File: config.mk
export PLATFORM = sky130hd
export DESIGN_NAME = alu_share_ctrl
export DESIGN_NICKNAME = d
export VERILOG_FILES = /design/src/rtl/alu_pkg.sv /design/src/rtl/rr_arb2.sv /design/src/rtl/alu_share_ctrl.sv
export SDC_FILE = /design/constraint.sdc
export NUM_CORES = 1
export LEC_CHECK = 0
export BUFFER_PORTS_ARGS = -buffer_cell sky130_fd_sc_hd__buf_2
export CORE_ASPECT_RATIO = 0.8
export CORE_MARGIN = 2
export CORE_UTILIZATION = 45
export DETAILED_ROUTE_END_ITERATION = 16
export PLACE_DENSITY = 0.85
export SLEW_MARGIN = 20
export SYNTH_ARGS = -nofsm -noshare
export SYNTH_HDL_FRONTEND = slang
export SYNTH_SLANG_ARGS = --single-unit
File: constraint.sdc
create_clock -name clk_i -period 1.8 [get_ports clk_i]
set_input_delay 0.18 -clock clk_i [delete_from_list [all_inputs] [get_ports clk_i]]
set_output_delay 0.18 -clock clk_i [all_outputs]
set_load 0.02 [all_outputs]
File: src/rtl/alu_pkg.sv
// Shared definitions for the ALU sharing controller and the shared ALU:
// opcode encodings, controller FSM states and default widths.
package alu_pkg;

    localparam int ALU_WIDTH  = 32;
    localparam int ALU_CTRL_W = 3;

    localparam logic [2:0] OP_AND  = 3'd0;
    localparam logic [2:0] OP_XOR  = 3'd1;
    localparam logic [2:0] OP_SLL  = 3'd2;
    localparam logic [2:0] OP_ADD  = 3'd3;
    localparam logic [2:0] OP_SUB  = 3'd4;
    localparam logic [2:0] OP_MUL  = 3'd5;
    localparam logic [2:0] OP_ADDI = 3'd6;
    localparam logic [2:0] OP_SRAI = 3'd7;

    typedef enum logic [1:0] {
        IDLE  = 2'd0,
        ISSUE = 2'd1,
        RESP  = 2'd2
    } state_t;

endpackage

File: src/rtl/rr_arb2.sv
// Two-way round-robin arbiter: one-hot grant from two requests, pointer
// register moves to the non-granted requester on each advance strobe.
module rr_arb2 (
    input  logic       clk,
    input  logic       rst_n,
    input  logic       req0,
    input  logic       req1,
    input  logic       advance,
    output logic [1:0] grant,
    output logic       rr_ptr
);

    always_comb begin
        grant = 2'b00;
        case ({req1, req0})
            2'b01:   grant = 2'b01;
            2'b10:   grant = 2'b10;
            2'b11:   grant = rr_ptr ? 2'b10 : 2'b01;
            default: grant = 2'b00;
        endcase
    end

    // Granting requester 0 hands priority to 1, and vice versa.
    always_ff @(posedge clk or negedge rst_n) begin
        if (!rst_n) begin
            rr_ptr <= 1'b0;
        end else if (advance && (grant != 2'b00)) begin
            rr_ptr <= grant[0];
        end
    end

endmodule

File: src/rtl/alu_share_ctrl.sv
// Time-shares one combinational ALU between two valid/ready requesters.
// Optional multi-cycle MUL issue is enabled by ALU_SHARE_MUL_STALL_EN.
module alu_share_ctrl
    import alu_pkg::*;
#(
    parameter int WIDTH   = ALU_WIDTH,
    parameter int CTRL_W  = ALU_CTRL_W,
    parameter int MUL_LAT = 2
) (
    input  logic              clk_i,
    input  logic              rst_n_i,
    input  logic              req0_valid_i,
    output logic              req0_ready_o,
    input  logic [WIDTH-1:0]  req0_data1_i,
    input  logic [WIDTH-1:0]  req0_data2_i,
    input  logic [CTRL_W-1:0] req0_ctrl_i,
    input  logic              req1_valid_i,
    output logic              req1_ready_o,
    input  logic [WIDTH-1:0]  req1_data1_i,
    input  logic [WIDTH-1:0]  req1_data2_i,
    input  logic [CTRL_W-1:0] req1_ctrl_i,
    output logic              rsp0_valid_o,
    input  logic              rsp0_ready_i,
    output logic [WIDTH-1:0]  rsp0_data_o,
    output logic              rsp1_valid_o,
    input  logic              rsp1_ready_i,
    output logic [WIDTH-1:0]  rsp1_data_o,
    output logic [WIDTH-1:0]  alu_data1_o,
    output logic [WIDTH-1:0]  alu_data2_o,
    output logic [CTRL_W-1:0] alu_ctrl_o,
    input  logic [WIDTH-1:0]  alu_data_i,
    output logic              busy_o
);

    if (MUL_LAT < 1 || MUL_LAT > 15) begin : g_bad_mul_lat
        $error("alu_share_ctrl: MUL_LAT must be in 1..15");
    end

    state_t            state_q, state_d;
    logic [1:0]        grant;
    logic              rr_ptr;
    logic              take;
    logic              issue_done;
    logic              gnt_q;
    logic [WIDTH-1:0]  op1_q, op2_q, result_q;
    logic [CTRL_W-1:0] ctrl_q;
    logic [WIDTH-1:0]  sel_d1, sel_d2;
    logic [CTRL_W-1:0] sel_ctrl;

    // Readies follow the grant combinationally, so any valid in IDLE is taken.
    assign take     = (state_q == IDLE) && (req0_valid_i || req1_valid_i);
    assign sel_d1   = grant[1] ? req1_data1_i : req0_data1_i;
    assign sel_d2   = grant[1] ? req1_data2_i : req0_data2_i;
    assign sel_ctrl = grant[1] ? req1_ctrl_i  : req0_ctrl_i;

    rr_arb2 u_arb (
        .clk     (clk_i),
        .rst_n   (rst_n_i),
        .req0    (req0_valid_i),
        .req1    (req1_valid_i),
        .advance (take),
        .grant   (grant),
        .rr_ptr  (rr_ptr)
    );

`ifdef ALU_SHARE_MUL_STALL_EN
    localparam logic [3:0] MUL_CNT_INIT = 4'(MUL_LAT);
    logic [3:0] mul_cnt_q;

    always_ff @(posedge clk_i or negedge rst_n_i) begin
        if (!rst_n_i) begin
            mul_cnt_q <= '0;
        end else if (take) begin
            mul_cnt_q <= (sel_ctrl == CTRL_W'(OP_MUL)) ? MUL_CNT_INIT : '0;
        end else if ((state_q == ISSUE) && (mul_cnt_q != '0)) begin
            mul_cnt_q <= mul_cnt_q - 4'd1;
        end
    end

    assign issue_done = (mul_cnt_q == '0);
`else
    assign issue_done = 1'b1;
`endif

    always_comb begin
        state_d      = state_q;
        req0_ready_o = 1'b0;
        req1_ready_o = 1'b0;
        rsp0_valid_o = 1'b0;
        rsp1_valid_o = 1'b0;
        alu_data1_o  = '0;
        alu_data2_o  = '0;
        alu_ctrl_o   = '0;
        case (state_q)
            IDLE: begin
                req0_ready_o = grant[0];
                req1_ready_o = grant[1];
                if (take) state_d = ISSUE;
            end
            ISSUE: begin
                alu_data1_o = op1_q;
                alu_data2_o = op2_q;
                alu_ctrl_o  = ctrl_q;
                if (issue_done) state_d = RESP;
            end
            RESP: begin
                rsp0_valid_o = !gnt_q;
                rsp1_valid_o = gnt_q;
                if (gnt_q ? rsp1_ready_i : rsp0_ready_i) state_d = IDLE;
            end
            default: state_d = IDLE;
        endcase
    end

    assign rsp0_data_o = rsp0_valid_o ? result_q : '0;
    assign rsp1_data_o = rsp1_valid_o ? result_q : '0;
    assign busy_o      = (state_q != IDLE);

    always_ff @(posedge clk_i or negedge rst_n_i) begin
        if (!rst_n_i) begin
            state_q  <= IDLE;
            gnt_q    <= 1'b0;
            op1_q    <= '0;
            op2_q    <= '0;
            ctrl_q   <= '0;
            result_q <= '0;
        end else begin
            state_q <= state_d;
            if (take) begin
                gnt_q  <= grant[1];
                op1_q  <= sel_d1;
                op2_q  <= sel_d2;
                ctrl_q <= sel_ctrl;
            end
            if ((state_q == ISSUE) && issue_done) begin
                result_q <= alu_data_i;
            end
        end
    end

    a_grant_follows_ptr : assert property (@(posedge clk_i) disable iff (!rst_n_i)
        (take && req0_valid_i && req1_valid_i) |-> grant[rr_ptr]);

endmodule
==> flow_summary_export.csv, run 1 <==
group,metric,value,unit
timing,grt_setup_unrepaired,"true",
synth,synth_mux_area_share,6.821,%
timing,relSlewSlack,50.65,%
timing,fmax,549.6,MHz
timing,fin_crit,1820,ps
power_and_ir_drop,switchingPower,6.243,mW
route,wl_met1,8200,µm
route,dr.pass1.iters,5,
timing,layout_setup_ws,-19.53,ps
route,via_count,6163,
synth,synth_xor_area_share,0,%
cells_and_area,nets,1084,
synth,ys_seq_area_share,45.92,%
die,die_h,103.9,µm
global_route,grt_max_degree,104,
power_and_ir_drop,p_per_area,1768,nW/µm²
cells_and_area,multi_input_area,2885,µm²
timing,setup_viol,4,
clock_network,clk_latency,330,ps
clock_network,h-tree-depth,3,
critical_path,cp_data_arrival_time,1640,ps
cells_and_area,regArea,2579,µm²
critical_path,critPathKind,"reg2out",
synth,ys_warn_count,0,
die,die-area,13390,µm²
clock_network,cts.clk_slew.worst_paths,70,ps
route,wire_per_inst,20.38,µm
job,max_cap_violations,0,
power_and_ir_drop,p_int,8.736,mW
cells_and_area,drive_above_1_share,50.33,%
placement,place_inst,1033,
timing,fin_skew,6.441,ps
die,rows,36,
placement,numPortBuffers,307,
global_route,gr-usage-all-layers,27.16,%
synth,synth_top_family_by_area,"simple AND/OR/NAND/NOR gates",
die,dieWidth,128.9,µm
route,maxUsedRoutingLayer,"met4",
global_route,grt_pass1_wl,28880,µm
global_route,antenna_found_initial,1,
clock_network,ctsLongestPathBuffers,2,
synth,netlist_area,5613,µm²
power_and_ir_drop,power_frac_clock,13.0,%
power_and_ir_drop,power_frac_comb,58.1,%
route,ant_nets,0,
synth,syn_inst,624,
clock_network,numCtsBuffers,9,
die,design.core.area,12160,µm²
route,wl_met2,11050,µm
clock_network,root_buffer,"clkbuf_16",
run_status,outcome,"finished with violations",
critical_path,start_kind,"flip-flop",
cells_and_area,fillCellCount,906,
power_and_ir_drop,p_leak,4.082,nW
critical_path,critPathRequiredTime,1620,ps
placement,place_congestion,0.7924,
synth,synth_nets,796,
worst_hold_path,hp-class,"in2reg",
timing,final-hold-violation-count,0,
timing,worst_hold_slack,76.27,ps
critical_path,worst_setup_path_end_kind,"output port",
timing,drv_slew,0,
route,first_iter_violations,452,
power_and_ir_drop,ir_drop,0.8971,mV
route,drc_errors,0,
critical_path,crit_fanout,16,
synth,synth_compound_area_share,19.73,%
route,vias_per_cell,5.765,
timing,worst_pin_slew,740.2,ps
global_route,grt_pass1_vias,5650,
timing,finalCritPeriodShare,101.1,%
clock_network,clock-sinks,103,
power_and_ir_drop,pwr-share-seq,28.9,%
placement,dpl.hpwl,12680,µm
synth,synth.ff_latch_count,103,
synth,synth_area_per_cell,8.995,µm²
die,start_util,46.15,%
route,met3_wirelength,1944,µm
synth,yosys.cell_types.count,23,
route,wl,21790,µm
clock_network,cts_tree,"done",
synth,synth_fa_ha_area_share,0,%
global_route,grt-ovfl-total,0,
cells_and_area,stdcell_count,1069,
power_and_ir_drop,netSwitchingFraction,41.68,%
cells_and_area,area_delta_synth_final,50.94,%
run_status,violations,"negative setup slack",
die,io_pins,308,
synth,synth_simple_gate_area_share,21.67,%
## sequential cells by signal, summed over array words and instances, names as in the netlist
signal / cells
op1_q: 32
op2_q: 32
result_q: 32
ctrl_q: 3
state_q: 2
gnt_q: 1
u_arb.rr_ptr: 1
## layout make-up
class | instances | area share [%]
Tap cell | 152 | 2.245
Inverter | 5 | 0.2215
Sequential cell | 103 | 30.44
Antenna cell | 1 | 0.02954
Timing Repair Buffer | 346 | 29.49
Clock buffer | 10 | 2.821
Clock inverter | 5 | 0.6941
Multi-Input combinational cell | 447 | 34.06
## placed cells by master (no fill, tap or decap)
master,n
a21oi_1,68
a31oi_1,67
and2_1,77
and2_4,54
and2b_2,1
buf_12,11
buf_2,238
buf_4,26
buf_6,63
buf_8,1
bufbuf_16,1
bufinv_16,1
clkbuf_16,14
clkbuf_8,1
clkinv_2,1
clkinv_4,1
clkinvlp_4,2
dfrtp_1,102
dfrtp_2,1
diode_2,1
dlygate4sd3_1,1
inv_1,3
inv_2,2
mux2_2,34
nand2_1,1
nand2_2,1
nand2b_4,2
nand3_1,67
nand3_2,1
nor2_2,1
nor2_4,2
nor2b_4,1
o21ai_0,63
o21ai_1,5
o21bai_1,1
or2_2,1
## worst paths after layout
| path | slack, ps | startpoint | depth (start not counted) | endpoint |
|---|---|---|---|---|
| max | -20 | state_q[0] | 5 | rsp1_data_o[8] |
| min | 80 | alu_data_i[30] | 2 | result_q[30] |
| max reg2reg | 80 | state_q[1] | 6 | result_q[23] |
| min reg2reg | 530 | result_q[27] | 1 | result_q[27] |
| max in group asynchronous | 910 | rst_n_i | 3 | state_q[1] |
| min in group asynchronous | 460 | rst_n_i | 3 | result_q[22] |
## what timing repair did
item / CTS / global route
hold endpoints to repair: 103 / 0
endpoints found under the setup margin: 84 / 111
pin swaps: 0 / 29
setup buffers: 0 / 10
cloned: 1 / 8
resized for setup: 6 / 190
hold buffers: 1 / 0
## power groups by stage
stage	Clock, mW	Sequential, mW	Combinational (mW)
finish	1.95	4.32	8.70
global route	2.07	4.43	9.24
CTS	1.98	4.20	6.88
detailed placement	0	4.23	6.66
global placement	0	4.15	6.53
floorplan	0	3.95	4.64
## logic make-up after synthesis
logic type / after synthesis
and+or+nand+nor: 209
AOI/OAI and AO/OA: 204
muxes: 34
DFF: 103
buffers and inverters: 74
## per-stage QoR
step                      utilization, %  TNS (ps)  cell area [µm²]  setup WS, ps  total power [mW]
after floorplan                        -         0             5613         235.2             8.589
after global placement             59.97         0             7293         192.3             10.68
after detailed placement           59.97         0             7293         183.2             10.88
after CTS                          62.93    -48.07             7654        -23.55             13.06
after global routing               69.66     -1522             8472        -84.23             15.74
final                              69.66    -34.79             8472        -19.53             14.98
## cells in the mapped netlist
master	count	area [µm²]
a21oi_1	68	340.3
a31oi_1	67	419.2
and2_1	131	819.5
and2b_1	1	7.510
buf_2	17	85.08
buf_4	2	15.01
buf_6	3	33.78
clkbuf_1	47	176.4
dfrtp_1	103	2577
inv_1	3	11.26
inv_2	2	7.510
mux2_2	34	382.9
nand2_1	1	3.750
nand2_2	1	6.260
nand2b_1	2	12.51
nand3_1	68	340.3
nor2_1	2	7.510
nor2_2	1	6.260
nor2b_1	1	6.260
o21ai_0	63	315.3
o21ai_1	5	25.02
o21bai_1	1	7.510
or2_1	1	6.260
## per-layer routing
metal | GRT usage (%) | vias up
li1 | - | 2770
met1 | 34.18 | 3001
met2 | 45.99 | 344
met3 | 7.510 | 48
met4 | 7.143 | 0
met5 | 0 | -
## critical path: stages (launching register included)
cell and delay (ps):
dfrtp_1 420, nand2b_4 180, nor2_4 180, clkbuf_16 210, and2_1 180, buf_6 140
(Power assumes the default switching activity.)
==> run 2: changes to the inputs <==
SYNTH_HIERARCHICAL = 1   (was unset)
TNS_END_PERCENT = 5   (was unset)
==> run 2 against run 1 <==
Compared with the run above: via count down 26%; the run now ends clean; first-iteration DRC count fell by 57%; critical endpoint is now alu_data1_o[12]; synthesized cell count fell by 28%; worst hold slack got worse by 8.7 ps; critical path type unchanged.
==> flow_summary_export.csv, run 2 <==
group,metric,value,unit
run_status,outcome,"complete, no violations",
synth,synth_top_area_share,45.50,%
cells_and_area,layout_common_cells,"258 x buf_2, 151 x mux2_2, 124 x and2_1",
worst_hold_path,min_path_cells,2,
critical_path,worst_setup_path_end_kind,"output port",
die,design.core.area,12250,µm²
power_and_ir_drop,p_per_area,1655,nW/µm²
synth,synth_nets,624,
timing,final.setup.tns,0,ps
synth,synth_area_per_cell,12.53,µm²
power_and_ir_drop,power_frac_comb,54.2,%
synth,synth_async_sr_flop_share,100.0,%
synth,synth_mux_area_share,34.53,%
die,die-area,13510,µm²
route,wire_per_inst,16.76,µm
route,vias_per_cell,4.843,
clock_network,h-tree-depth,3,
critical_path,critPathKind,"reg2out",
global_route,gr-usage-all-layers,20.59,%
placement,dp_slack,77.40,ps
synth,synth_top_family_by_area,"multiplexers",
die,rows,36,
clock_network,cts.clk_slew.worst_paths,70,ps
timing,drv_slew,0,
cells_and_area,nets,934,
timing,fmax,558.5,MHz
power_and_ir_drop,pwr-share-seq,30.9,%
placement,place_congestion,0.7874,
timing,setup_viol,0,
timing,grt_setup_unrepaired,"true",
cells_and_area,area_delta_synth_final,45.99,%
synth,synth_fa_ha_area_share,0,%
timing,fin_skew,8.757,ps
synth,synth_ff_type,"dfrtp_1",
synth,synth_simple_gate_area_share,15.15,%
global_route,grt_pass1_vias,4595,
clock_network,clock-sinks,103,
route,wl,15730,µm
synth,synth.ff_latch_count,103,
placement,numPortBuffers,307,
synth,yosysTopAreaCell,"dfrtp_1",
power_and_ir_drop,ir_drop,0.8073,mV
route,ant_nets,0,
global_route,antenna_found_initial,0,
timing,fin_crit,1790,ps
timing,relSlewSlack,76.69,%
clock_network,clk_latency,340,ps
power_and_ir_drop,p_leak,4.153,nW
synth,ys_seq_area_share,45.50,%
job,max_cap_violations,0,
worst_hold_path,hp-class,"in2reg",
die,io_pins,308,
power_and_ir_drop,power_frac_clock,14.9,%
cells_and_area,num_antenna_cells,0,
synth,ys_warn_count,6,
route,wl_met2,8010,µm
synth,synth.most_common_cell,"mux2_2",
critical_path,r2r_cells,6,
critical_path,r2r_setup_slack,50,ps
power_and_ir_drop,netSwitchingFraction,36.81,%
timing,layout_setup_ws,9.595,ps
timing,worst_pin_slew,349.6,ps
critical_path,cp_data_arrival_time,1610,ps
worst_hold_path,hold_end,"result_q[23]",
global_route,grt_pass1_wl,22280,µm
route,drc_errors,0,
critical_path,crit_fanout,12,
critical_path,start_kind,"flip-flop",
route,via_count,4543,
synth,yosys.cell_types.count,21,
synth,synth-edff-count,0,
synth,synth_xor_area_share,0,%
die,dieWidth,129.4,µm
die,start_util,46.23,%
synth,netlist_area,5664,µm²
clock_network,cts_tree,"done",
route,maxUsedRoutingLayer,"met4",
cells_and_area,mostFrequentLayoutCell,"buf_2",
route,first_iter_violations,196,
route,dr.pass1.iters,5,
die,die_h,104.3,µm
worst_hold_path,hp-start,"alu_data_i[23]",
route,met3_wirelength,1004,µm
critical_path,critPathRequiredTime,1620,ps
critical_path,rr_endpoint,"op1_q[13]",
placement,dpl.hpwl,10710,µm
global_route,grt-ovfl-total,0,
power_and_ir_drop,switchingPower,5.038,mW
route,wl_met1,6289,µm
cells_and_area,drive_above_1_share,69.36,%
clock_network,numCtsBuffers,9,
global_route,grt_max_degree,51,
synth,synth_area_leaders,"dfrtp_1 46%, mux2_2 30%, and2_1 15%",
synth,syn_inst,452,
synth,synth_common_cells,"151 x mux2_2, 133 x and2_1, 103 x dfrtp_1",
critical_path,r2r-start,"u_arb/rr_ptr",
timing,finalCritPeriodShare,99.47,%
timing,final-hold-violation-count,0,
synth,synth_compound_area_share,0.8615,%
power_and_ir_drop,power,13.69,mW
clock_network,root_buffer,"clkbuf_16",
clock_network,ctsLongestPathBuffers,2,
power_and_ir_drop,p_int,8.650,mW
cells_and_area,top_regs,"op1_q (32), op2_q (32), result_q (32)",
## run 2: critical path, stage by stage (launching register included)
cell and delay (ps):
dfrtp_2 450, nor2b_4 200, buf_12 160, buf_8 150
and2_1 130, buf_2 160
## run 2: area by class of cell
cell class | count | area [µm²]
clock inverters | 6 | 76.32
inverters | 3 | 11.26
flip-flops and latches | 103 | 2579
repair buffers | 332 | 2216
clock buffers | 10 | 239.0
multi-input cells | 313 | 2934
fillers | 920 | 3983
well taps | 171 | 214.0
## run 2: kinds of logic (layout without fill, tap and decap cells)
kind of cell	count (synthesis)	in the layout
AOI/OAI and AO/OA	7	7
buffers and inverters	36	351
and+or+nand+nor	138	138
DFF	103	103
muxes	168	168
## run 2: power by group through the flow
stage                     clock network [mW]  logic (mW)  registers [mW]
after detailed placement                   0        6.40            4.22
final                                   2.04        7.42            4.23
after global placement                     0        6.27            4.15
after floorplan                            0        4.67            3.95
after global routing                    2.18        7.89            4.39
after CTS                               2.10        6.45            4.19
## run 2: how the worst max path moves through the flow
stage | slack, ps | endpoint | start
2_1_floorplan | 180 | op1_q[0] | u_arb/rr_ptr
6_report | 10 | alu_data1_o[12] | state_q[1]
4_1_cts | -30 | alu_data1_o[26] | state_q[1]
3_3_place_gp | 120 | op2_q[14] | u_arb/rr_ptr
5_1_grt | -60 | rsp1_data_o[15] | gnt_q
3_5_place_dp | 80 | op2_q[21] | u_arb/rr_ptr
## run 2: through the flow
step                area (µm²)  cells  util, %  hold WS, ps
finish                    8269    938    67.49        67.61
global route              8269    938    67.49        49.70
CTS                       7823    929    63.85        49.27
global placement          7473    911    61.00        105.8
floorplan                 5664    452        -       -115.6
detailed placement        7473    911    61.00        105.1
## run 2: metal layers
layer / vias to the layer above / GRT usage [%]
met5: - / 0
met4: 0 / 6.759
met3: 34 / 4.990
met2: 173 / 36.47
met1: 2194 / 24.35
li1: 2142 / -
## run 2: repair_timing
action / 4_1_cts / 5_1_grt
setup buffers: 0 / 4
endpoints found under the setup margin: 56 / 121
cloned: 1 / 5
pin swaps: 1 / 1
gates resized for setup: 5 / 96
hold buffers: 1 / 0
hold endpoints to repair: 21 / 0
==> run 3: changes to the inputs <==
SYNTH_HIERARCHICAL = unset   (was 1)
==> run 3 against run 2 <==
Compared with the run above: design area increased by 1.7%; critical path type unchanged; the run now ends with negative setup slack left; setup slack got worse by 110 ps; non-clock buffer count increased by 13; largest power group unchanged.
==> flow_summary_export.csv, run 3 (synthesis results as in run 1) <==
group,metric,value,unit
run_status,outcome,"finished with violations",
run_status,violations,"negative setup slack",
critical_path,cp_data_arrival_time,1720,ps
power_and_ir_drop,p_per_area,1760,nW/µm²
power_and_ir_drop,ir_drop,0.8879,mV
critical_path,cp_slowest_cell,"dfrtp_1",
placement,numPortBuffers,307,
global_route,gr-usage-all-layers,27.14,%
worst_hold_path,hp-class,"in2reg",
critical_path,crit_chain,"nand2b_4 -> nor2_4 -> buf_12 -> and2_1 -> buf_4",
critical_path,r2r-start,"state_q[1]",
die,io_pins,308,
global_route,grt_pass1_wl,28880,µm
critical_path,critPathRequiredTime,1620,ps
clock_network,h-tree-depth,3,
timing,drv_slew,0,
cells_and_area,post-route-util,69.17,%
clock_network,numCtsBuffers,9,
cells_and_area,area_delta_synth_final,49.87,%
cells_and_area,drive_above_1_share,48.96,%
timing,finalCritPeriodShare,105.6,%
timing,setup_viol,5,
critical_path,rr_endpoint,"result_q[9]",
route,first_iter_violations,509,
timing,layout_setup_ws,-100.2,ps
die,dieWidth,128.9,µm
route,vias_per_cell,5.814,
die,die_h,103.9,µm
placement,place_inst,1033,
critical_path,critPathKind,"reg2out",
timing,grt_setup_unrepaired,"true",
timing,fmax,526.2,MHz
die,die-area,13390,µm²
critical_path,cp-startpoint,"state_q[0]",
cells_and_area,nets,1083,
critical_path,crit_fanout,17,
global_route,grt-ovfl-total,0,
timing,final.setup.tns,-132.1,ps
die,rows,36,
global_route,antenna_found_initial,3,
placement,dpl.hpwl,12680,µm
clock_network,cts_tree,"done",
placement,place_congestion,0.7924,
route,drc_errors,0,
timing,final-hold-violation-count,0,
power_and_ir_drop,p_leak,4.051,nW
cells_and_area,mostFrequentLayoutCell,"buf_2",
route,wire_per_inst,20.47,µm
timing,relSlewSlack,50.97,%
die,start_util,46.15,%
cells_and_area,stdcell_count,1069,
clock_network,root_buffer,"clkbuf_16",
clock_network,ctsLongestPathBuffers,2,
route,ant_nets,0,
clock_network,clk_latency,330,ps
clock_network,cts.clk_slew.worst_paths,70,ps
critical_path,slowest_delay,420,ps
route,wl,21890,µm
route,dr.pass1.iters,5,
global_route,grt_pass1_vias,5658,
timing,fin_crit,1900,ps
critical_path,r2r_cells,6,
worst_hold_path,min_path_cells,2,
clock_network,clock-sinks,103,
critical_path,r2r_setup_slack,50,ps
die,design.core.area,12160,µm²
route,via_count,6215,
cells_and_area,top_regs,"op1_q (32), op2_q (32), result_q (32)",
cells_and_area,layout_common_cells,"239 x buf_2, 102 x dfrtp_1, 88 x and2_1",
critical_path,worst_setup_path_end_kind,"output port",
worst_hold_path,hp-start,"alu_data_i[30]",
timing,worst_pin_slew,735.5,ps
timing,fin_skew,5.462,ps
global_route,grt_max_degree,104,
job,max_cap_violations,0,
critical_path,start_kind,"flip-flop",
worst_hold_path,hold_end,"result_q[30]",
## run 3: worst max path at each step
stage / to / cells after the start
global route: rsp1_data_o[16] / 5
global placement: u_arb.rr_ptr / 4
floorplan: rsp0_data_o[22] / 4
finish: rsp1_data_o[16] / 5
detailed placement: u_arb.rr_ptr / 4
CTS: alu_data1_o[20] / 4
## run 3: per-stage QoR
step / area [µm²] / total power, mW / setup WS [ps] / hold slack, ps
2_1_floorplan: 5613 / 8.589 / 235.2 / -115.6
3_3_place_gp: 7293 / 10.68 / 192.3 / 290.0
3_5_place_dp: 7293 / 10.88 / 183.2 / 296.0
4_1_cts: 7649 / 13.06 / -23.55 / 57.64
5_1_grt: 8412 / 15.57 / -175.6 / 67.50
6_report: 8412 / 14.80 / -100.2 / 75.08
## run 3: report_power, final
group / switching, mW / total [mW] / internal, mW
clock: 0.834 / 1.94 / 1.11
sequential: 0.799 / 4.32 / 3.52
combinational: 4.57 / 8.54 / 3.97
total: 6.20 / 14.8 / 8.60
## run 3: final cells by class
cell class                 instances  area, µm²
timing repair buffer             345       2469
fill                             916       3750
antenna                            2      5.005
tap                              152      190.2
clock buffer                      10      239.0
inverter                           5      18.77
clock inverter                     5      58.81
multi-input combinational        447       2853
sequential                       103       2579
## run 3: what timing repair did
item	in CTS	in global routing
gates cloned	1	7
pin swaps	0	25
setup endpoints to repair	84	132
hold endpoints to repair	103	0
buffers inserted	0	10
hold buffers	1	0
resized for setup	4	176
## run 3: worst max-delay path, delay by kind of cell (launching register included)
| kind | cells | cell delay (ps) |
|---|---|---|
| DFF | 1 | 420 |
| and+or+nand+nor | 3 | 600 |
| buffers and inverters | 2 | 360 |
## run 3: per-layer routing
metal	global-route usage (%)	part of all wire [%]	wire, µm	vias up
met5	0	0	0	-
met4	7.143	3.3	732	0
met3	7.510	9.8	2153	64
met2	46.03	50	10900	372
met1	34.11	37	8094	3006
li1	-	-	-	2773
